File: src/rtl/grid_io_tile_multi.sv
// Multi-channel perimeter IO tile: a ccff scan chain feeds a shadow register that is committed to the pads.
// Define CFG_PARITY_EN to append an even-parity bit to the chain and check it on commit.
module grid_io_tile_multi #(
  parameter int NUM_IO    = 4,
  parameter int MODE_BITS = 2
) (
  input  logic              prog_clk,
  input  logic              pReset,
  input  logic              IO_ISOL_N,
  input  logic              ccff_head,
  output logic              ccff_tail,
  input  logic              cfg_shift_en,
  input  logic              cfg_commit,
  output logic              cfg_done,
  output logic              cfg_err,
  input  logic [NUM_IO-1:0] gfpga_pad_EMBEDDED_IO_HD_SOC_IN,
  output logic [NUM_IO-1:0] gfpga_pad_EMBEDDED_IO_HD_SOC_OUT,
  output logic [NUM_IO-1:0] gfpga_pad_EMBEDDED_IO_HD_SOC_DIR,
  input  logic [NUM_IO-1:0] fabric_outpad,
  input  logic [NUM_IO-1:0] fabric_oe,
  output logic [NUM_IO-1:0] fabric_inpad
);

  localparam int MODE_W = NUM_IO * MODE_BITS;
`ifdef CFG_PARITY_EN
  localparam int PAR_W = 1;
`else
  localparam int PAR_W = 0;
`endif
  localparam int CHAIN_LEN = MODE_W + PAR_W;
  localparam int CNT_W     = $clog2(CHAIN_LEN + 1);
  localparam logic [CNT_W-1:0] CNT_FULL = CNT_W'(CHAIN_LEN);

  localparam logic [1:0] MODE_OFF  = 2'b00;
  localparam logic [1:0] MODE_IN   = 2'b01;
  localparam logic [1:0] MODE_OUT  = 2'b10;
  localparam logic [1:0] MODE_BIDI = 2'b11;

  logic [CHAIN_LEN-1:0] chain;
  logic [CNT_W-1:0]     cnt;
  logic                 over;
  logic [MODE_W-1:0]    active_mode;
  logic                 parity_ok;
  logic                 commit_ok;

  // Shadow chain: bit 0 takes the serial input, the top bit is the cascade output.
  always_ff @(posedge prog_clk or posedge pReset) begin
    if (pReset) begin
      chain <= '0;
    end else if (cfg_shift_en) begin
      chain <= {chain[CHAIN_LEN-2:0], ccff_head};
    end
  end

  assign ccff_tail = chain[CHAIN_LEN-1];

  // Bit counter saturates at CHAIN_LEN; one shift past that marks the load as overrun.
  always_ff @(posedge prog_clk or posedge pReset) begin
    if (pReset) begin
      cnt  <= '0;
      over <= 1'b0;
    end else if (cfg_commit) begin
      cnt  <= cfg_shift_en ? CNT_W'(1) : '0;
      over <= 1'b0;
    end else if (cfg_shift_en) begin
      if (cnt == CNT_FULL) begin
        over <= 1'b1;
      end else begin
        cnt <= cnt + 1'b1;
      end
    end
  end

  assign cfg_done = (cnt == CNT_FULL) && !over;

`ifdef CFG_PARITY_EN
  assign parity_ok = ~^chain;
`else
  assign parity_ok = 1'b1;
`endif

  assign commit_ok = cfg_done && parity_ok;

  // Commit reads the pre-shift chain, so a same-cycle shift does not disturb what is applied.
  always_ff @(posedge prog_clk or posedge pReset) begin
    if (pReset) begin
      active_mode <= '0;
      cfg_err     <= 1'b0;
    end else if (cfg_commit) begin
      cfg_err <= !commit_ok;
      if (commit_ok) begin
        active_mode <= chain[MODE_W-1:0];
      end
    end
  end

  always_comb begin
    gfpga_pad_EMBEDDED_IO_HD_SOC_DIR = '0;
    gfpga_pad_EMBEDDED_IO_HD_SOC_OUT = '0;
    fabric_inpad                     = '0;
    for (int k = 0; k < NUM_IO; k++) begin
      if (IO_ISOL_N) begin
        case (active_mode[MODE_BITS*k +: 2])
          MODE_IN: begin
            fabric_inpad[k] = gfpga_pad_EMBEDDED_IO_HD_SOC_IN[k];
          end
          MODE_OUT: begin
            gfpga_pad_EMBEDDED_IO_HD_SOC_DIR[k] = 1'b1;
            gfpga_pad_EMBEDDED_IO_HD_SOC_OUT[k] = fabric_outpad[k];
          end
          MODE_BIDI: begin
            gfpga_pad_EMBEDDED_IO_HD_SOC_DIR[k] = fabric_oe[k];
            gfpga_pad_EMBEDDED_IO_HD_SOC_OUT[k] = fabric_outpad[k];
            fabric_inpad[k]                     = gfpga_pad_EMBEDDED_IO_HD_SOC_IN[k];
          end
          MODE_OFF: begin
          end
          default: begin
          end
        endcase
      end
    end
  end

endmodule

File: config.mk
export PLATFORM = sky130hd
export DESIGN_NAME = grid_io_tile_multi
export DESIGN_NICKNAME = d
export VERILOG_FILES = /design/src/rtl/grid_io_tile_multi.sv
export SDC_FILE = /design/constraint.sdc
export NUM_CORES = 1
export LEC_CHECK = 0
export BUFFER_PORTS_ARGS = -buffer_cell sky130_fd_sc_hd__buf_2
export CAP_MARGIN = 15
export CORE_ASPECT_RATIO = 2
export CORE_MARGIN = 5
export CORE_UTILIZATION = 40
export DETAILED_ROUTE_END_ITERATION = 12
export GPL_TIMING_DRIVEN = 1
export PLACE_DENSITY = 0.76
export SKIP_CTS_REPAIR_TIMING = 1
export SYNTH_ARGS = -nofsm -noshare
export SYNTH_HDL_FRONTEND = slang
export SYNTH_SLANG_ARGS = --single-unit
export TNS_END_PERCENT = 50
File: constraint.sdc
create_clock -name prog_clk -period 3.7 [get_ports prog_clk]
set_clock_uncertainty 0.05 [all_clocks]
set_input_delay 0 -clock prog_clk [delete_from_list [all_inputs] [get_ports prog_clk]]
set_output_delay 0 -clock prog_clk [all_outputs]
set_load 0.01 [all_outputs]
---- Word level (Yosys, flattened, before mapping) ----
Index checks and enable logic that the tools add are counted.
word-level totals
  register bits ........................... 22
  input bits .............................. 18
operators by class
  $add $sub $neg .......................... 1
  equal/unequal tests ..................... 14
  muxes and demuxes ....................... 31
  reduce and logical (&&, ||, !) cells .... 16
operators by type and width
  kind                                                 number
  two-way mux 1 bit                                    24
  equality test 2 bit, second input constant           8
  OR reduction 2 bit                                   8
  two-way mux 4 bit                                    3
  equality test 2 x 1 -> 1 bit, second input constant  4
  case mux 1 bit (2 select lines)                      4
  AND reduction 2 bit                                  3
  adder 4 x 1 -> 4 bit, second input constant          1
  equality test 4 bit, second input constant           1
  nonzero test 2 bit                                   2
  logical NOT 1 bit                                    2
  != test 2 bit, second input constant                 1
  logical AND 1 bit                                    1

---- Longest topological paths before layout ----
  word-level depth ........................ 4
  mapped depth ............................ 6
  gate-level depth less buffers ........... 5

---- Worst setup path after synthesis ----
No wires, ideal clock.
  kind .................................... register -> register
  start point ............................. reg cnt[0]
  end point ............................... reg active_mode[0]
  arrival ................................. 1.519 ns
  required time ........................... 3.525 ns
  path slack .............................. 2.006 ns
  cell stages (with the launch flop) ...... 7
  path buffers ............................ 1
  cells stage by stage .................... dfrtp_1 inv_1 ha_1 nand3b_4 or3_4 buf_6 mux2_4
between the ends
  longest elaborated chain between the ends .. 3
RTL lines
  what                                  RTL line  text
  from (decl)                           40        logic [CNT_W-1:0] cnt;
  from (signal assigned)                63        cnt <= cfg_shift_en ? CNT_W'(1) : '0;
  from (signal assigned)                69        cnt <= cnt + 1'b1;
  equality test 4 bit                   74        assign cfg_done = (cnt == CNT_FULL) && !over;
  logical AND 1 bit                     74
  AND reduction 2 bit (no source line)  --
  to (signal assigned)                  92        active_mode <= chain[MODE_W-1:0];
  to (decl)                             42        logic [MODE_W-1:0] active_mode;
No other way between the ends.
A chain may end at the register's enable or synchronous reset.

---- Worst setup path after layout ----
  start point ............................. reg cnt[0]
  end point ............................... reg active_mode[5]
The elaborated chain is that of the path after synthesis.

==> results.tsv <==
stage	metric	value	unit
clock_tree	cts_max_level	1	
synthesis	synth.avg_cell_area	11.95	sq um
floorplanning	design.core.area	2570	sq um
setup_path	crit_fanout	9	
floorplanning	die_y	82.92	um
clock_tree	numCtsBuffers	3	
timing	finalCritPeriodShare	48.94	%
setup_path	r2r_slack	1.89	ns
drt	post_drt_wl_per_cell	14.10	um
grt	grt_pass1_vias	830	
place	gp_congestion	0.7012	
clock_tree	clk_path_buf_depth	2	
floorplanning	initial_core_util	41.38	%
floorplanning	die-area	3852	sq um
setup_path	cp_data_required_time	3.79	ns
drt	drc	0	
timing	slew_viol_final	0	
clock_tree	cts_tree	yes	
synthesis	netlist_instances	89	
cells_and_area	drive_gt1_share	44.35	%
worst_hold_path	hp-class	primary input to register	
setup_path	end_kind	register	
timing	rsz0062_at_grt	false	
pwr	ir_drop	0.2411	mV
synthesis	ys_seq_elements	22	
timing	hold_ws	0.1036	ns
place	io_buffer_count	32	
drt	first_pass_iters	4	
timing	fin_crit	1.811	ns
timing	max-slew-margin-rel	46.21	%
drt	maxUsedRoutingLayer	met4	
timing	hold_viol	0	
drt	antenna_left	0	
grt	grt.total_usage	11.86	%
clock_tree	clk_pin_slew_worst_paths	0.08	ns
clock_tree	cts_root_buffer	clkbuf_8	
pwr	leakage	0.0007754	uW
timing	tightest_slew	0.8060	ns
cells_and_area	fin_nets	145	
status	outcome	completed	
grt	overflow	0	
synthesis	syn_nets	109	
cells_and_area	final_cell_mix	buf_2 (32), dfrtp_1 (22), a21oi_1 (9)	
timing	setup_tns	0	ns
cells_and_area	syn_to_final_growth	25.65	%
cells_and_area	fillers	233	
drt	drt_wl_total	2143	um
cells_and_area	final_common_cell	buf_2	
drt	dr_wl_met3	149	um
synthesis	ys_seq_area_share	51.76	%
timing	fmax	552.2	MHz
drt	vias_per_cell	5.138	
synthesis	yosysTopAreaCellShare	51.76	%
floorplanning	rows	26	
drt	num_vias	781	
synthesis	netlist_area	1064	sq um
synthesis	synth_cell_types	23	
synthesis	yosys_warnings	0	
setup_path	critPathArrivalTime	1.91	ns
clock_tree	clk_latency	0.26	ns
floorplanning	chipWidth	46.46	um
setup_path	worstSetupStartpointType	register	
cells_and_area	antennaDiodeCount	0	
pwr	p_total	578.8	uW
grt	antenna_found_initial	0	
floorplanning	ios	33	
setup_path	criticalPathCategory	register to register	
pwr	pwr_density_cell	433.1	nW/um^2
job	drv_cap	0	
grt	grt_pass1_wl	3512	um
drt	wl_met2	1187	um
timing	setup_violations	0	
drt	drt_iter0_drc	31	
drt	wl_met1	788	um
synthesis	yosys-top-cells-area	dfrtp_1 (52%), mux2_4 (11%), mux2_2 (8.5%)	
synthesis	synth_top_area_cell	dfrtp_1	
clock_tree	cts.sinks	22	
grt	grt_start_max_net_pins	23	
metrics by stage:
| step | cells | worst slack, ns | area [sq um] | utilization, % |
|---|---|---|---|---|
| floorplan | 89 | 2.006 | 1064 | - |
| global placement | 145 | 2.012 | 1235 | 48.05 |
| detailed placement | 145 | 1.930 | 1235 | 48.05 |
| CTS | 149 | 1.898 | 1306 | 50.83 |
| global route | 152 | 1.860 | 1336 | 52.00 |
| finish | 152 | 1.889 | 1336 | 52.00 |
logic make-up after synthesis:
family                   after synthesis  synth area share [%]
AND/OR/NAND/NOR                       24                 13.65
flip-flops                            22                 51.76
multiplexers                          17                 20.71
buffers and inverters                 12                 5.059
AO/OA/AOI/OAI                         11                 5.647
adder cells (fa/ha/maj)                2                 2.353
XOR/XNOR                               1                0.8237
state kept, by name (all words and copies together), names as in the netlist:
| register | flops |
|---|---|
| active_mode | 8 |
| over | 1 |
| cnt | 4 |
| chain | 8 |
| cfg_err | 1 |
Yosys cell counts:
cell / count
mux2_4: 8
mux2i_1: 1
inv_1: 7
and3_1: 8
nand2_1: 7
and3b_1: 1
ha_1: 2
buf_6: 1
buf_2: 1
o21a_1: 1
nand3b_4: 1
a21oi_1: 9
or3_4: 1
nand3_1: 1
nand4_1: 1
xor2_1: 1
a21o_1: 1
dfrtp_1: 22
inv_2: 1
mux2_2: 8
or3_1: 1
nor2_1: 3
clkbuf_1: 2
critical path, cell delays in order, from the launching register on:
cell	delay [ns]
dfrtp_1	0.45
inv_1	0.08
ha_1	0.22
nand3b_4	0.12
or3_4	0.44
mux2_4	0.32
path summary, 6_finish.rpt:
path / start / cells past startpoint / endpoint
max in group asynchronous: pReset / 3 / cnt[1]
hold / removal: cfg_shift_en / 3 / cnt[1]
setup / recovery: cnt[0] / 5 / active_mode[5]
min in group asynchronous: pReset / 3 / chain[4]
setup reg to reg: cnt[0] / 5 / active_mode[5]
hold reg to reg: cfg_err / 1 / cfg_err
report_power, final:
| group | switching, uW | leakage [uW] | internal [uW] |
|---|---|---|---|
| registers | 21.8 | 0.000281 | 268 |
| clock network | 76.0 | 0.0000357 | 144 |
| logic | 29.3 | 0.000458 | 39.3 |
| total | 127 | 0.000775 | 452 |
layer usage:
metal	vias to the layer above	track usage (%)
li1	372	-
met1	378	13.12
met2	27	21.23
met3	4	1.948
met4	0	3.886
met5	-	0
area by class of cell:
type	instances	area (sq um)	area share (%)
flip-flops and latches	22	550.5	41.20
clock inverters	1	30.03	2.247
multi-input cells	55	459.2	34.36
well taps	28	35.03	2.622
inverters	8	30.03	2.247
repair buffers	35	190.2	14.23
clock buffers	3	41.29	3.090
(Power assumes the default switching activity.)
